[src/rtl/calc1_core.sv]
// calc1_core: four-port 32-bit add/subtract/shift calculator sharing one fixed-priority ALU.
// Define CALC1_SHIFT_EN to build the shifter for commands 5 and 6; otherwise they answer as invalid.
module calc1_core (
  input  logic        c_clk,
  input  logic        reset,
  input  logic [0:3]  req1_cmd_in,
  input  logic [0:3]  req2_cmd_in,
  input  logic [0:3]  req3_cmd_in,
  input  logic [0:3]  req4_cmd_in,
  input  logic [0:31] req1_data_in,
  input  logic [0:31] req2_data_in,
  input  logic [0:31] req3_data_in,
  input  logic [0:31] req4_data_in,
  output logic [0:31] out_data1,
  output logic [0:31] out_data2,
  output logic [0:31] out_data3,
  output logic [0:31] out_data4,
  output logic [0:1]  out_resp1,
  output logic [0:1]  out_resp2,
  output logic [0:1]  out_resp3,
  output logic [0:1]  out_resp4
);
  localparam int NP = 4;

  typedef enum logic [1:0] {ST_IDLE, ST_OP2, ST_PEND} state_e;

  logic [0:3]  cmd_in  [NP];
  logic [0:31] data_in [NP];

  assign cmd_in[0]  = req1_cmd_in;
  assign cmd_in[1]  = req2_cmd_in;
  assign cmd_in[2]  = req3_cmd_in;
  assign cmd_in[3]  = req4_cmd_in;
  assign data_in[0] = req1_data_in;
  assign data_in[1] = req2_data_in;
  assign data_in[2] = req3_data_in;
  assign data_in[3] = req4_data_in;

  state_e      state_q [NP], state_d [NP];
  logic [0:3]  cmd_q   [NP], cmd_d   [NP];
  logic [0:31] op1_q   [NP], op1_d   [NP];
  logic [0:31] op2_q   [NP], op2_d   [NP];
  logic [0:1]  resp_q  [NP], resp_d  [NP];
  logic [0:31] res_q   [NP], res_d   [NP];

  logic        grant_vld;
  logic [1:0]  grant_idx;
  logic [0:3]  alu_cmd;
  logic [0:31] alu_a, alu_b, alu_data;
  logic [0:1]  alu_resp;
  logic [32:0] alu_sum;

  // Scanning downward leaves the lowest-numbered pending port as the winner.
  always_comb begin
    grant_vld = 1'b0;
    grant_idx = 2'd0;
    for (int i = NP - 1; i >= 0; i--) begin
      if (state_q[i] == ST_PEND) begin
        grant_vld = 1'b1;
        grant_idx = 2'(i);
      end
    end
  end

  always_comb begin
    alu_cmd  = cmd_q[grant_idx];
    alu_a    = op1_q[grant_idx];
    alu_b    = op2_q[grant_idx];
    alu_sum  = {1'b0, alu_a} + {1'b0, alu_b};
    alu_resp = 2'd3;
    alu_data = '0;
    case (alu_cmd)
      4'd1: begin
        if (alu_sum[32]) begin
          alu_resp = 2'd2;
        end else begin
          alu_resp = 2'd1;
          alu_data = alu_sum[31:0];
        end
      end
      4'd2: begin
        if (alu_b > alu_a) begin
          alu_resp = 2'd2;
        end else begin
          alu_resp = 2'd1;
          alu_data = alu_a - alu_b;
        end
      end
`ifdef CALC1_SHIFT_EN
      4'd5: begin
        alu_resp = 2'd1;
        alu_data = alu_a << alu_b[27:31];
      end
      4'd6: begin
        alu_resp = 2'd1;
        alu_data = alu_a >> alu_b[27:31];
      end
`endif
      default: ;
    endcase
  end

  // NOTE: every next-state signal gets its hold/zero default before the case, so no path infers a latch.
  always_comb begin
    for (int i = 0; i < NP; i++) begin
      state_d[i] = state_q[i];
      cmd_d[i]   = cmd_q[i];
      op1_d[i]   = op1_q[i];
      op2_d[i]   = op2_q[i];
      resp_d[i]  = '0;
      res_d[i]   = '0;
      case (state_q[i])
        ST_IDLE: begin
          if (cmd_in[i] != '0) begin
            cmd_d[i]   = cmd_in[i];
            op1_d[i]   = data_in[i];
            state_d[i] = ST_OP2;
          end
        end
        ST_OP2: begin
          op2_d[i]   = data_in[i];
          state_d[i] = ST_PEND;
        end
        ST_PEND: begin
          if (grant_vld && grant_idx == 2'(i)) begin
            resp_d[i]  = alu_resp;
            res_d[i]   = alu_data;
            state_d[i] = ST_IDLE;
          end
        end
        default: state_d[i] = ST_IDLE;
      endcase
    end
  end

  // NOTE: flops use non-blocking assignments so every port samples the same pre-edge values.
  always_ff @(posedge c_clk or negedge reset) begin
    if (!reset) begin
      for (int i = 0; i < NP; i++) begin
        state_q[i] <= ST_IDLE;
        cmd_q[i]   <= '0;
        op1_q[i]   <= '0;
        op2_q[i]   <= '0;
        resp_q[i]  <= '0;
        res_q[i]   <= '0;
      end
    end else begin
      for (int i = 0; i < NP; i++) begin
        state_q[i] <= state_d[i];
        cmd_q[i]   <= cmd_d[i];
        op1_q[i]   <= op1_d[i];
        op2_q[i]   <= op2_d[i];
        resp_q[i]  <= resp_d[i];
        res_q[i]   <= res_d[i];
      end
    end
  end

  assign out_data1 = res_q[0];
  assign out_data2 = res_q[1];
  assign out_data3 = res_q[2];
  assign out_data4 = res_q[3];
  assign out_resp1 = resp_q[0];
  assign out_resp2 = resp_q[1];
  assign out_resp3 = resp_q[2];
  assign out_resp4 = resp_q[3];
endmodule

[config.mk]
export PLATFORM = sky130hd
export DESIGN_NAME = calc1_core
export DESIGN_NICKNAME = d
export VERILOG_FILES = /design/src/rtl/calc1_core.sv
export SDC_FILE = /design/constraint.sdc
export NUM_CORES = 1
export LEC_CHECK = 0
export CAP_MARGIN = 20
export CORE_AREA = 4 4 211 213
export DETAILED_ROUTE_END_ITERATION = 12
export DIE_AREA = 0 0 215 217
export GPL_TIMING_DRIVEN = 0
export PLACE_DENSITY_LB_ADDON = 0.25
export SKIP_LAST_GASP = 1
export SLEW_MARGIN = 5
export SYNTH_ARGS = -nofsm -noshare
export SYNTH_HDL_FRONTEND = slang
export SYNTH_SLANG_ARGS = --single-unit
[constraint.sdc]
create_clock -name c_clk -period 4.4 [get_ports c_clk]
set_clock_uncertainty 0.15 [all_clocks]
set_input_delay 0.66 -clock c_clk [delete_from_list [all_inputs] [get_ports c_clk]]
set_output_delay 0.66 -clock c_clk [all_outputs]
set_load 0.01 [all_outputs]
# Yosys cells after proc, flatten, opt, wreduce, memory -nomap -nowiden
# Index checks and enable logic that the tools add are counted.
dict set report classes {
  bitwise_logic 1
  muxes 51
  add_sub_neg 2
  order_cmp 2
  eq_ne 21
  n_reduce_logical 21
}
# operator count
set op_table {}
lappend op_table {{$mux 32} 14}
lappend op_table {{$bmux 32 s2} 2}
lappend op_table {{$pmux 32 s2} 1}
lappend op_table {{$mux 2} 22}
lappend op_table {{$add 32x32->33} 1}
lappend op_table {{$gt 32x32->1} 1}
lappend op_table {{$sub 32x32->32} 1}
lappend op_table {{$pmux 2 s3} 4}
lappend op_table {{$reduce_and 2->1} 8}
lappend op_table {{$reduce_bool 4->1} 4}
lappend op_table {{$eq 2x2->1 const B} 6}
lappend op_table {{$eq 2x1->1 const B} 5}
lappend op_table {{$logic_not 2->1} 5}
lappend op_table {{$bmux 4 s2} 1}
lappend op_table {{$mux 4} 2}
lappend op_table {{$ne 2x1->1 const B} 4}
lappend op_table {{$ne 2x2->1 const B} 4}
lappend op_table {{$eq 4x1->1 const B} 1}
lappend op_table {{$eq 4x2->1 const B} 1}
lappend op_table {{$logic_and 1x1->1} 4}
lappend op_table {{$mux 1} 4}
lappend op_table {{$pmux 2 s2} 1}
lappend op_table {{$ge 3x3->1 const B} 1}
lappend op_table {{$not 2->3} 1}
dict set report word_totals {
  register_bits 416
}

# Depth between registers and ports, before layout
dict set report logic_depth {
  ltp_word 14
  mapped_depth 22
  ltp_nobuf 18
}

# Worst setup path before layout
# Ideal clock, no wire load.
dict set report synth_timing {
  path_kind {register to register}
  startpoint {register state_q[6] (netlist name)}
  endpoint {register res_q, in the netlist out_data3[1]}
  path_stages_with_launch 20
  setup_slack_ns -0.265
  synth_period_minus_slack_ns 4.665
  path_buffers 3
  t_required_ns 4.179
  arrival_time_ns 4.444
  cell_sequence {dfrtp_1 -> nand2b_1 -> buf_2 -> nand4_1 -> clkbuf_1 -> clkbuf_1 -> o22ai_1 -> a31oi_1 -> ha_1 -> inv_1 -> fa_1 -> and2b_1 -> o211ai_2 -> a31o_4 -> a31oi_2 -> a41oi_2 -> a221oi_2 -> a211o_1 -> or3_1 -> nand4_1}
}
# element line_no
set synth_rtl {}
lappend synth_rtl {{from (decl)} 39} ;# state_e state_q [NP], state_d [NP];
lappend synth_rtl {{from (signal, indexed assignment)} 149} ;# state_q[i] <= state_d[i];
lappend synth_rtl {{to (signal, indexed assignment)} 154} ;# res_q[i] <= res_d[i];
lappend synth_rtl {{to (decl)} 44} ;# logic [0:31] res_q [NP], res_d [NP];

==> flow_metrics.tcl <==
set metrics [dict create \
    synth_edf_count 0 \
    grt.met2_usage_pct 54.91 \
    overflow 0 \
    synth_most_common_cell "dfrtp_1" \
    grt_use_met1_pct 46.58 \
    pin_count 282 \
    dp.cells 2942 \
    top_usage_layer "met2" \
    synth_top_area_cell "dfrtp_1" \
    failed_checks "hold timing, setup timing" \
    rows 76 \
    track_usage_pct 34.46 \
    yosys_warnings 0 \
    totalWireLength_um 85000 \
    core_um2 42700 \
    worstMarginPinSlew_ps 886.7 \
    cts_tree "done" \
    synth_common_cells "416 x dfrtp_1, 323 x nand2_1, 196 x mux2_2" \
    path_class "register to register" \
    ctsHoldBuffers 0 \
    finalNonFillerCells 3154 \
    firstDrtPassIters 6 \
    drv_cap 0 \
    fin_crit_sh_pct 110.0 \
    numCtsBuffers 42 \
    slew_headroom_pct 40.26 \
    htree_levels 2 \
    cp_data_arrival_time_ps 5120 \
    vias_per_cell 6.539 \
    fp.dieW_um 215 \
    synthTopCellsByArea "dfrtp_1 48%, mux2_2 10%, a221oi_1 5.8%" \
    grt_setup_unrepaired "true" \
    ys_types 91 \
    min_path_type "primary input to asynchronous set/reset pin" \
    root_buffer "clkbuf_16" \
    use_met3_pct 6.534 \
    crit_fanout 10 \
    setup_violations 128 \
    layout_min_cycle_time_ps 4842 \
    clkLatencyLatePin_ps 590 \
    design_area_um2 30750 \
    dieArea_um2 46660 \
    syn-cell-area_um2 21620 \
    post_dp_cell_area_um2 25280 \
    drc_errors 0 \
    fmax_ghz 0.2065 \
    clk_pin_slew_ps 60 \
    drive_above_1_share_pct 31.52 \
    syn_to_final_growth_pct 42.26 \
    async_flop_share_pct 100.0 \
    synth_ff_type "dfrtp_1" \
    final-hold-violation-count 19 \
    antenna_found_initial 0 \
    grt_pass1_vias 20319 \
    hpwl_um 58830 \
    ys_ff_latch 416 \
    cts.sinks 416 \
    syn_area_per_cell_um2 10.25 \
    critical_path_required_ps 4680 \
    drt_iter0_markers 2315 \
    final_nets 2790 \
    clock_path_buffers 3 \
    insertedDiodeCount 0 \
    drt.antenna.violating_nets 0 \
    io_buffers 281 \
    gp_congestion 0.9600 \
    setup_ws_ps -441.9 \
    fin_hold_ws_ps -31.56 \
    synth_top_area_share_pct 48.16 \
    status "complete, but fails checks" \
    syn-num-nets 2322 \
    end_kind "register" \
    dieHeight_um 217 \
    vias 20624 \
    grt_max_degree 119 \
    seq_area_frac_synth_pct 48.16 \
    grt_pass1_wl_um 124400 \
    synth_cells 2109 \
    start_util_pct 50.63 \
    maxSlewViolCount 0 \
    wl_per_cell_um 26.95 \
    critPathLaunchType "register" \
]
## routing by layer
metal,vias up,part of all wire (%)
met5,-,0
met4,0,5.3
met3,302,9.1
met2,1327,46
met1,10312,40
li1,8683,-
## cells in the final DEF, fill, tap and decap left out, types with 14 or more instances in the layout
cell type / n
clkbuf_1: 53
a221oi_1: 74
dfrtp_1: 414
o22ai_1: 55
clkbuf_16: 53
buf_8: 16
buf_6: 38
nand2_1: 318
a21o_1: 20
a22oi_1: 21
clkdlybuf4s50_1: 280
mux2i_1: 14
a221oi_2: 64
a21oi_1: 93
nor2_1: 144
ha_1: 48
inv_1: 54
buf_4: 122
clkbuf_8: 23
a21oi_2: 35
mux2_2: 196
o21ai_0: 17
## layout make-up
class / instances / area [um2]
buffer: 140 / 1324
clock buffer: 66 / 1303
clock inverter: 9 / 123.9
fill: 2940 / 11950
inverter: 64 / 255.2
multi-input combinational: 1487 / 12360
sequential: 416 / 10410
tap: 546 / 683.2
timing repair buffer: 426 / 4288
## timing repair
item                       in CTS  in global routing
cloned                         13                  2
pin swaps                      80                 44
setup buffers                  93                 36
gates resized for setup       443                139
hold endpoints to repair        0                  0
setup endpoints to repair     136                136
## final timing paths
check | cells past startpoint | start | to | slack [ps]
setup reg to reg | 22 | state_q[0] | out_data4[2] | -440
hold / removal | 1 | reset | out_data4[11] | -30
hold reg to reg | 2 | op1_q[87] | op1_q[87] | 320
min in group c_clk | 2 | op1_q[87] | op1_q[87] | 320
max in group asynchronous | 4 | reset | op2_q[107] | 2150
setup / recovery | 22 | state_q[0] | out_data4[2] | -440
## registers in the layout, indices dropped and copies added (netlist names)
register,flops
op1_q,128
op2_q,128
out_data1,32
out_data2,32
out_data3,32
out_data4,32
cmd_q,16
state_q,8
out_resp1,2
out_resp2,2
out_resp3,2
out_resp4,2
## worst max-delay path, stage by stage, from the launching register on
cell and delay (ps):
dfrtp_1 410, nor2b_4 180, buf_4 140, nand4_1 110, buf_4 180, clkbuf_8 160, clkbuf_16 180, buf_6 160
o22ai_2 190, a31oi_4 80, ha_2 440, clkbuf_2 290, o21ai_1 140, nor2_2 240, a2bb2oi_2 250, a221oi_2 80
buf_4 180, o31ai_1 370, o32ai_2 180, xnor2_1 180, a32oi_2 170, buf_4 170, nor2_1 50
## cells by family (layout without fill, tap and decap cells)
family,count (synthesis),after routing,share of synthesized area (%)
xor gates and xnor gates,8,8,0.3242
muxes,228,228,11.69
buffers and inverters,207,705,4.046
DFF,416,416,48.16
AOI/OAI and AO/OA,570,571,19.58
and+or+nand+nor,613,613,12.25
adders and majority gates,67,67,3.948
## stage by stage
stage	util, %	TNS [ps]	setup slack, ps
floorplan	-	-211.5	-42.54
global placement	58.89	-6268380	-14610
detailed placement	59.21	-224930	-1897
CTS	69.75	-20540	-251.0
global route	72.02	-44270	-482.3
finish	72.02	-31700	-441.9
Power is left out: the tool's default activity adds up to more than one toggle a clock period on the data nets, which glitch-free logic cannot reach.
